### config.mk
export PLATFORM = sky130hd
export DESIGN_NAME = vga_bg_fetch
export DESIGN_NICKNAME = d
export VERILOG_FILES = /design/src/rtl/vga_bg_fetch.sv
export SDC_FILE = /design/constraint.sdc
export NUM_CORES = 1
export LEC_CHECK = 0
export BUFFER_PORTS_ARGS = -buffer_cell sky130_fd_sc_hd__buf_2
export CORE_MARGIN = 1
export CORE_UTILIZATION = 35
export DETAILED_ROUTE_END_ITERATION = 10
export GPL_TIMING_DRIVEN = 0
export HOLD_SLACK_MARGIN = 0.02
export SLEW_MARGIN = 10
export SYNTH_ARGS = -nofsm -noshare
export SYNTH_HDL_FRONTEND = slang
export SYNTH_SLANG_ARGS = --single-unit
### constraint.sdc
create_clock -name clk -period 5.1 [get_ports clk]
set_input_delay 0.255 -clock clk [delete_from_list [all_inputs] [get_ports clk]]
set_output_delay 0.255 -clock clk [all_outputs]
set_load 0.1 [all_outputs]
### src/rtl/vga_bg_fetch.sv
// Background word fetcher for the VGA pipeline.
//
// At the end of each active line (falling edge of h_active) the row/line
// counters advance and, if no fetch is in flight, a three-word read is issued
// for the background row that the next line will display. The three words are
// two pixel words and one word holding the two pixel-size fields. If the fetch
// completes during horizontal blank, the committed outputs all update at once.
// If it completes after the next line has already started, the fetch is
// dropped and the sticky underrun flag is raised.
//
// Ports:
//   clk, reset            clock; synchronous active-high reset
//   h_active, v_active    video timing windows
//   bg_base               word address of background row 0
//   bg_row_repeat         each background row is shown for bg_row_repeat+1 lines
//   underrun_clr          clears underrun (a same-cycle set takes priority)
//   mem_req, mem_addr     read request / word address, held until mem_ack
//   mem_ack, mem_data     read accept; data valid in the ack cycle
//   bg_pixels_0/1         committed pixel words
//   bg_size_0/1           committed pixel-size values
//   underrun              sticky late-fetch flag
module vga_bg_fetch (
    input  logic        clk,
    input  logic        reset,
    input  logic        h_active,
    input  logic        v_active,
    input  logic [7:0]  bg_base,
    input  logic [5:0]  bg_row_repeat,
    input  logic        underrun_clr,
    output logic        mem_req,
    output logic [7:0]  mem_addr,
    input  logic        mem_ack,
    input  logic [31:0] mem_data,
    output logic [31:0] bg_pixels_0,
    output logic [31:0] bg_pixels_1,
    output logic [5:0]  bg_size_0,
    output logic [5:0]  bg_size_1,
    output logic        underrun
);

    typedef enum logic [1:0] {StIdle, StW0, StW1, StW2} state_e;

    state_e      state_q;
    logic        h_active_d;
    logic [5:0]  row_q;
    logic [5:0]  line_q;
    logic [7:0]  fetch_base_q;
    logic [31:0] stage_pix0_q;
    logic [31:0] stage_pix1_q;

    logic        trigger;
    logic        late_set;
    logic [5:0]  target_row;
    logic [7:0]  target_base;

    assign trigger  = h_active_d & ~h_active;
    assign late_set = (state_q == StW2) & mem_ack & h_active;

    // Row the next line will show, evaluated against the pre-update counters.
    always_comb begin
        target_row = row_q;
        if (!v_active) begin
            target_row = 6'd0;
        end else if (line_q == bg_row_repeat) begin
            target_row = row_q + 6'd1;
        end
    end

    // base + 3*row, mod 256; 3*63 still fits in 8 bits before the add.
    assign target_base = bg_base + {2'b00, target_row} + {1'b0, target_row, 1'b0};

    always_ff @(posedge clk) begin
        if (reset) begin
            state_q      <= StIdle;
            h_active_d   <= 1'b0;
            row_q        <= 6'd0;
            line_q       <= 6'd0;
            fetch_base_q <= 8'd0;
            stage_pix0_q <= 32'd0;
            stage_pix1_q <= 32'd0;
            mem_req      <= 1'b0;
            mem_addr     <= 8'd0;
            bg_pixels_0  <= 32'd0;
            bg_pixels_1  <= 32'd0;
            bg_size_0    <= 6'd0;
            bg_size_1    <= 6'd0;
            underrun     <= 1'b0;
        end else begin
            h_active_d <= h_active;

            // Counters follow every line end, even while a fetch is in flight.
            if (trigger) begin
                if (!v_active) begin
                    row_q  <= 6'd0;
                    line_q <= 6'd0;
                end else if (line_q == bg_row_repeat) begin
                    row_q  <= row_q + 6'd1;
                    line_q <= 6'd0;
                end else begin
                    line_q <= line_q + 6'd1;
                end
            end

            case (state_q)
                StIdle: begin
                    if (trigger) begin
                        state_q      <= StW0;
                        mem_req      <= 1'b1;
                        mem_addr     <= target_base;
                        fetch_base_q <= target_base;
                    end
                end
                StW0: begin
                    if (mem_ack) begin
                        stage_pix0_q <= mem_data;
                        mem_addr     <= fetch_base_q + 8'd1;
                        state_q      <= StW1;
                    end
                end
                StW1: begin
                    if (mem_ack) begin
                        stage_pix1_q <= mem_data;
                        mem_addr     <= fetch_base_q + 8'd2;
                        state_q      <= StW2;
                    end
                end
                StW2: begin
                    if (mem_ack) begin
                        mem_req <= 1'b0;
                        state_q <= StIdle;
                        // A late fetch leaves the committed outputs untouched.
                        if (!h_active) begin
                            bg_pixels_0 <= stage_pix0_q;
                            bg_pixels_1 <= stage_pix1_q;
                            bg_size_0   <= mem_data[5:0];
                            bg_size_1   <= mem_data[13:8];
                        end
                    end
                end
                default: begin
                    state_q <= StIdle;
                    mem_req <= 1'b0;
                end
            endcase

            if (late_set) begin
                underrun <= 1'b1;
            end else if (underrun_clr) begin
                underrun <= 1'b0;
            end
        end
    end

endmodule

## Yosys cells after proc, flatten, opt, wreduce, memory -nomap -nowiden

Cells that the tools add are included.

- Bitwise logic cells: 4
- Equality and inequality tests: 8
- Reduce and logical (&&, ||, !) cells: 11
- Muxes and demuxes: 18
- $add $sub $neg: 6

Operator list:

| kind | count |
|---|---|
| $mux W6 | 4 |
| $mux W8 | 3 |
| $pmux W8 S3 | 1 |
| $add A6 B1 Y6 const B | 2 |
| $add A8 B1 Y8 const B | 1 |
| $add A8 B2 Y8 const B | 1 |
| $add A8 B6 Y8 | 1 |
| $add A8 B7 Y8 | 1 |
| $mux W2 | 4 |
| $ne A2 B2 Y1 const B | 4 |
| $pmux W2 S4 | 1 |
| $reduce_and A4 Y1 | 2 |
| $eq A6 B6 Y1 | 1 |
| $reduce_and A2 Y1 | 3 |
| $reduce_and A3 Y1 | 2 |
| $eq A2 B2 Y1 const B | 2 |
| $mux W1 | 4 |
| $reduce_bool A2 Y1 | 2 |
| $and A1 B1 Y1 | 3 |
| $reduce_bool A3 Y1 | 1 |
| $eq A2 B1 Y1 const B | 1 |
| $logic_not A2 Y1 | 1 |
| $pmux W1 S2 | 1 |
| $not A1 Y1 | 1 |

- Bits in registers: 173
- Input bits: 52
- Output and inout port bits: 86
- Logic and storage cells: 61

## Logic depth before layout (Yosys ltp)

Gate-level depths: netlist of run 1.

- Depth after elaboration: 7
- Gate-level depth with buffers: 15
- Depth with buffers taken out: 15

## Least setup slack after synthesis of run 1

OpenSTA, ideal clock, no wires.

- Path type: register -> register
- Start: register line_q[3]
- End: register mem_addr[7]
- Path buffers: 0
- Library setup time: 0.091 ns
- Stages on the path, launching flop included: 16
- Clock period less this slack: 3.506 ns
- Path slack: 1.594 ns
- Arrival: 3.415 ns
- Data required time: 5.009 ns
- Cell sequence: dfxtp_1 > xor2_1 > nor4_4 > and2_2 > xnor2_1 > nand2b_1 > fa_1 > inv_1 > ha_1 > inv_1 > fa_1 > nand2b_1 > a21oi_1 > or3_1 > a31o_2 > a311oi_1

- Cells in the longest elaborated chain, start to end: 7

Ends and longest elaborated chain:

| what | line | RTL |
|---|---|---|
| start, declared | 46 | `logic [5:0] line_q;` |
| start signal, assigned | 100 | `line_q <= line_q + 6'd1;` |
| $eq A6 B6 Y1 (*) | 64 | `end else if (line_q == bg_row_repeat) begin` |
| $mux W6 (*) | 64 |  |
| $mux W6 (*) | -- |  |
| $add A8 B6 Y8 | 70 | `assign target_base = bg_base + {2'b00, target_row} + {1'b0, target_row, 1'b0};` |
| $add A8 B7 Y8 (*) | 70 |  |
| $mux W8 (*) | 106 | `if (trigger) begin` |
| $pmux W8 S3 (*) | 104 | `case (state_q)` |
| end signal, assigned | 109 | `mem_addr <= target_base;` |
| end signal, assigned | 116 | `mem_addr <= fetch_base_q + 8'd1;` |
| end signal, assigned | 123 | `mem_addr <= fetch_base_q + 8'd2;` |
| end, declared | 31 | `output logic [7:0] mem_addr,` |

Every way passes the cells marked *; elsewhere a longest branch is shown, timed or not. The select of a mux whose other input is x is not followed.
A chain may end at the register's enable or synchronous reset.

## Worst setup path in the final report of run 1

Same ends and word-level chain as after synthesis.

==> qor.yml, run 1 <==
status: "finished, final reports clean"
regArea_sq_um: 3463
multi_input_area_sq_um: 3379
nets: 1133
die_area_sq_um: 20910
syn_inst: 903
vias: 6410
reg2reg_depth: 15
synth_top_area_share_pct: 48.66
grt_pass1_vias: 5897
die_y_microns: 144.6
path_buf_inv: 2
rows: 51
cts_htree_levels: 4
hold_viol_final: 0
syn_area_sq_um: 7118
min_path_type: "primary input to register"
seqPwrFrac_pct: 41.4
cts-buffers-inserted: 17
numPortBuffers: 137
drtIter0Drc: 306
setup_viol: 0
routabilityCongestion: 0.8784
worstMarginPinSlew_ns: 0.6902
synth.area.top_cells: "dfxtp_1 (49%), nand2_1 (16%), a21oi_1 (11%), ha_1 (2.8%), clkbuf_1 (2.6%)"
peakVddDrop_mv: 0.4024
grt_pass1_wl_microns: 30790
cts_hold_buffers: 0
layout_commonest_cell: "nand2_1"
arrival_ns: 4.24
slowest_stage: "nor4_4"
combinationalPowerShare_pct: 21.3
wl_per_cell_microns: 14.57
maxCapViolCount: 0
clockPowerShare_pct: 37.2
cts.sinks: 173
synth_seq_cells: 173
grt_usage_pct: 19.41
clkTransAtPathRegs_ns: 0.07
synth-edff-count: 0
hpwl_microns: 14530
whs_path_depth: 3
grt_start_max_net_pins: 17
start_util_pct: 36.10
antenna_found_initial: 1
p_total_mw: 3.615
die_x_microns: 144.6
drc_errors: 0
cp-start-kind: "register"
ys_warn_count: 0
clockRootBuffer: "clkbuf_16"
rsz0062_at_grt: "no"
firstDrtPassIters: 4
ctsResizeCount: 0
maxSlewViolCount: 0
wirelength_microns: 19480
syn-num-nets: 977
ant_nets: 0
syn2layout_area_growth_pct: 22.87
async_reset_ff_share_pct: 0
swShare_pct: 32.97
finalSetupTns_ns: 0
clock-skew-final_ns: 0.008301
p_int_mw: 2.423
period_share_pct: 76.59
slowest_delay_ns: 0.60
vias_per_cell: 4.794
crit_cells: 15
cp_max_fo: 10
diodes: 0
power_density_nw_per_um2: 413.3
yosys.cell_types.count: 49
path_cells: "xor2_1, nor4_4, and2_2, xnor2_1, nand2b_1, fa_1, inv_1, ha_1, inv_1, fa_1, nand2b_1, a21oi_1, or3_1, a31o_2, a311oi_1"
syn_avg_cell_area_sq_um: 7.883
cp.required_ns: 5.43
mostFrequentLayoutCells: "nand2_1 (307), dfxtp_1 (173), a21oi_1 (163)"
cts_buffer_depth: 2
critPathKind: "register to register"
max_freq_mhz: 256.0
yosysTopAreaCell: "dfxtp_1"
endpoint_kind: "register"
switchingPower_mw: 1.192
clk_latency_ns: 0.43
ys.flop_type: "dfxtp_1"
overflow: 0
min_period_ns: 3.906
holdWs_ns: 0.07713
drive_gt1_share_pct: 16.79
max-slew-margin-rel_pct: 53.99
leakage_nw: 3.404
coreArea_sq_um: 19720
cp_top_family: "simple AND/OR/NAND/NOR gates"
synth_seq_area_share_pct: 48.66
post_cts_buffers: 0
ios: 138
nFillCells: 2011
cts_tree: "yes"
synth_stat cells, types with 3 or more instances:
| cell | n |
|---|---|
| ha_1 | 16 |
| nor3b_1 | 3 |
| nand4_1 | 4 |
| or2_2 | 5 |
| and2_1 | 3 |
| a31oi_1 | 6 |
| clkbuf_1 | 50 |
| and3_1 | 3 |
| o22ai_1 | 4 |
| xor2_1 | 17 |
| fa_1 | 6 |
| buf_1 | 8 |
| o211ai_1 | 3 |
| nand3_1 | 10 |
| dfxtp_1 | 173 |
| nand2_1 | 307 |
| nor2b_1 | 5 |
| nor3_1 | 6 |
| a21oi_1 | 163 |
| mux2i_1 | 6 |
| o21ai_0 | 9 |
| nor2_1 | 33 |
| a211oi_1 | 5 |
| xnor2_1 | 5 |
| inv_1 | 13 |
| or3_1 | 5 |
| nand2b_1 | 8 |
power by group through the flow:
stage	sequential, mW	combinational (mW)	clock, mW
3_5_place_dp	1.53	0.770	0
2_1_floorplan	1.73	0.372	0
6_report	1.50	0.772	1.35
4_1_cts	1.50	0.773	1.37
5_1_grt	1.51	0.839	1.44
3_3_place_gp	1.53	0.768	0
flip-flops by register name, summed over array words and instances (netlist names):
| signal | cells |
|---|---|
| bg_pixels_0 | 32 |
| bg_pixels_1 | 32 |
| stage_pix0_q | 32 |
| stage_pix1_q | 32 |
| fetch_base_q | 8 |
| mem_addr | 8 |
| bg_size_0 | 6 |
| bg_size_1 | 6 |
| line_q | 6 |
| row_q | 6 |
| state_q | 2 |
| h_active_d | 1 |
| mem_req | 1 |
| underrun | 1 |
layer usage:
layer  up-vias  track usage (%)  share of wire, %
li1       3311                -                 -
met1      2929            25.23                48
met2       154            31.45                46
met3        16            4.768               5.0
met4         0            6.150               1.2
met5         -                0                 0
final timing paths:
kind | startpoint | to | slack, ns
min | mem_data[22] | stage_pix1_q[22] | 0.08
min reg2reg | stage_pix0_q[19] | bg_pixels_0[19] | 0.45
max reg2reg | line_q[3] | mem_addr[7] | 1.19
max | line_q[3] | mem_addr[7] | 1.19
area by class of cell:
type,instances,share of cell area (%)
Clock buffer,18,4.907
Sequential cell,173,39.60
Multi-Input combinational cell,657,38.64
Timing Repair Buffer,137,7.840
Clock inverter,14,2.074
Inverter,14,0.6009
Tap cell,265,3.791
Buffer,59,2.546
worst register-to-register path: stages, from the launching register on:
cell	delay, ns
dfxtp_1	0.35
xor2_1	0.19
nor4_4	0.60
and2_2	0.28
xnor2_1	0.08
nand2b_1	0.17
fa_1	0.50
inv_1	0.05
ha_1	0.21
inv_1	0.07
fa_1	0.20
nand2b_1	0.14
a21oi_1	0.09
or3_1	0.38
a31o_2	0.24
a311oi_1	0.26
stage by stage:
| step | instance area (sq um) | std cells | utilization, % | setup WS [ns] |
|---|---|---|---|---|
| floorplan | 7118 | 903 | - | 1.594 |
| global placement | 8135 | 1305 | 41.26 | 1.256 |
| detailed placement | 8135 | 1305 | 41.26 | 1.234 |
| CTS | 8746 | 1337 | 44.36 | 1.185 |
| global route | 8746 | 1337 | 44.36 | 0.8902 |
| finish | 8746 | 1337 | 44.36 | 1.194 |
cell families after synthesis:
| kind of cell | after synthesis | synth area share, % |
|---|---|---|
| AOI/OAI and AO/OA | 206 | 15.98 |
| xor gates and xnor gates | 22 | 2.707 |
| adders and majority gates | 22 | 4.500 |
| buffers and inverters | 73 | 3.867 |
| DFF | 173 | 48.66 |
| muxes | 6 | 0.8438 |
| and+or+nand+nor | 401 | 23.45 |
(Power assumes the default switching activity.)
==> run 2, diff against run 1 <==
==> constraint.sdc (replaced) <==
create_clock -name clk -period 3.3 [get_ports clk]
set_input_delay 0.165 -clock clk [delete_from_list [all_inputs] [get_ports clk]]
set_output_delay 0.165 -clock clk [all_outputs]
set_load 0.1 [all_outputs]
==> qor.yml, run 2 (same netlist as run 1, synthesis figures left out) <==
grt_pass1_vias: 5987
nets: 1177
endpoint_kind: "register"
min_path_type: "primary input to register"
timing.rr.start: "line_q[3]"
holdWs_ns: 0.05797
min-delay-start: "h_active"
overflow: 0
coreArea_sq_um: 19720
die_x_microns: 144.6
drive_gt1_share_pct: 20.43
cts_buffer_depth: 2
wirelength_microns: 20150
slowest_delay_ns: 0.42
power_density_nw_per_um2: 599.9
slowest_stage: "fa_1"
finalWorstSetupSlack_ns: -0.1972
clock-skew-final_ns: 0.01127
peakVddDrop_mv: 0.5331
period_share_pct: 106.0
mostFrequentLayoutCells: "nand2_1 (307), dfxtp_1 (170), a21oi_1 (160)"
violations: "negative setup slack"
rsz0062_at_grt: "yes"
arrival_ns: 3.83
max-slew-margin-rel_pct: 52.32
rrSetupSlack_ns: -0.20
critPathKind: "register to register"
drc_errors: 0
drtIter0Drc: 309
syn2layout_area_growth_pct: 32.18
maxSlewViolCount: 0
cts-buffers-inserted: 17
antenna_found_initial: 1
clockRootBuffer: "clkbuf_16"
routabilityCongestion: 0.8547
p_total_mw: 5.645
worstMarginPinSlew_ns: 0.7151
cp-start-kind: "register"
ant_nets: 0
use_met1_pct: 26.80
max_freq_mhz: 285.9
firstDrtPassIters: 8
leakage_nw: 3.657
die_y_microns: 144.6
gr-max-usage-layer: "met2"
vias: 6612
cp_max_fo: 5
setup_viol: 6
use_met3_pct: 5.464
hold_path_end: "h_active_d"
reg2reg_depth: 16
final_cell_count_no_fill: 1382
status: "complete, but fails checks"
hold_viol_final: 0
cts_htree_levels: 4
grt_pass1_wl_microns: 31320
layout_commonest_cell: "nand2_1"
numPortBuffers: 137
clk_latency_ns: 0.43
clkTransAtPathRegs_ns: 0.07
grt_usage_pct: 19.79
die_area_sq_um: 20910
rr_endpoint: "mem_addr[7]"
grt.met2_usage_pct: 30.54
cts_tree: "yes"
min_period_ns: 3.497
cp.required_ns: 3.64
path_cells: "xor2_4, nor4_4, buf_6, and2_4, xnor2_2, nand2b_4, fa_1, inv_2, ha_4, inv_2, fa_2, nand2b_4, a21oi_4, nand3_1, a31o_2, a311oi_2"
grt_start_max_net_pins: 17
maxCapViolCount: 0
vias_per_cell: 4.784
start_util_pct: 36.10
place_inst: 1305
whs_path_depth: 2
hpwl_microns: 14460
ios: 138
rows: 51
cts.sinks: 173
wl_per_cell_microns: 14.58
==> run 2: cell type report <==
class,count,area (sq um)
Timing Repair Buffer,182,1107
Buffer,58,219.0
Fill cell,1993,10310
Inverter,14,52.55
Clock buffer,19,454.2
Tap cell,265,331.6
Multi-Input combinational cell,657,3616
Clock inverter,13,151.4
Antenna cell,1,2.502
Sequential cell,173,3475
==> run 2: repair_timing <==
item | CTS | global route
hold buffers | 33 | 0
endpoints found under the hold margin | 74 | 0
gates cloned | 1 | 0
gates resized for setup | 18 | 19
setup buffers | 4 | 7
endpoints found under the setup margin | 11 | 9
pin swaps | 6 | 25
==> run 2: power by group <==
part,internal (mW),switching [mW]
logic,0.355,0.916
clock network,1.18,0.880
registers,2.23,0.0854
total,3.76,1.88
==> run 2: worst max path at each step <==
stage	from	end	depth (start not counted)
final	line_q[3]	mem_addr[7]	16
after global routing	line_q[3]	mem_addr[7]	16
after CTS	line_q[2]	mem_addr[7]	16
after detailed placement	line_q[2]	mem_addr[6]	12
after global placement	line_q[2]	mem_addr[6]	12
after floorplan	line_q[0]	mem_addr[7]	15
==> run 2: through the flow <==
stage / utilization (%) / area [sq um] / setup TNS (ns) / worst slack, ns
floorplan: - / 7181 / -0.09977 / -0.08097
detailed placement: 41.58 / 8198 / -2.619 / -0.4397
CTS: 46.85 / 9238 / -0.5450 / -0.1913
global route: 47.72 / 9409 / -1.835 / -0.3330
global placement: 41.58 / 8198 / -2.566 / -0.4597
finish: 47.72 / 9409 / -0.6146 / -0.1972
==> run 2: routing by layer <==
metal	wire length, microns	share of wire (%)
met1	9745	48
met3	1164	5.8
met4	225	1.1
met2	9010	45
met5	0	0
==> run 2: critical path: cells and delay by family (launching register included) <==
kind | cells | cell delay (ns)
adder cells (fa/ha/maj) | 3 | 0.94
AND/OR/NAND/NOR | 5 | 0.91
AO/OA/AOI/OAI | 3 | 0.63
flip-flops | 1 | 0.36
buffers and inverters | 3 | 0.29
XOR/XNOR | 2 | 0.28
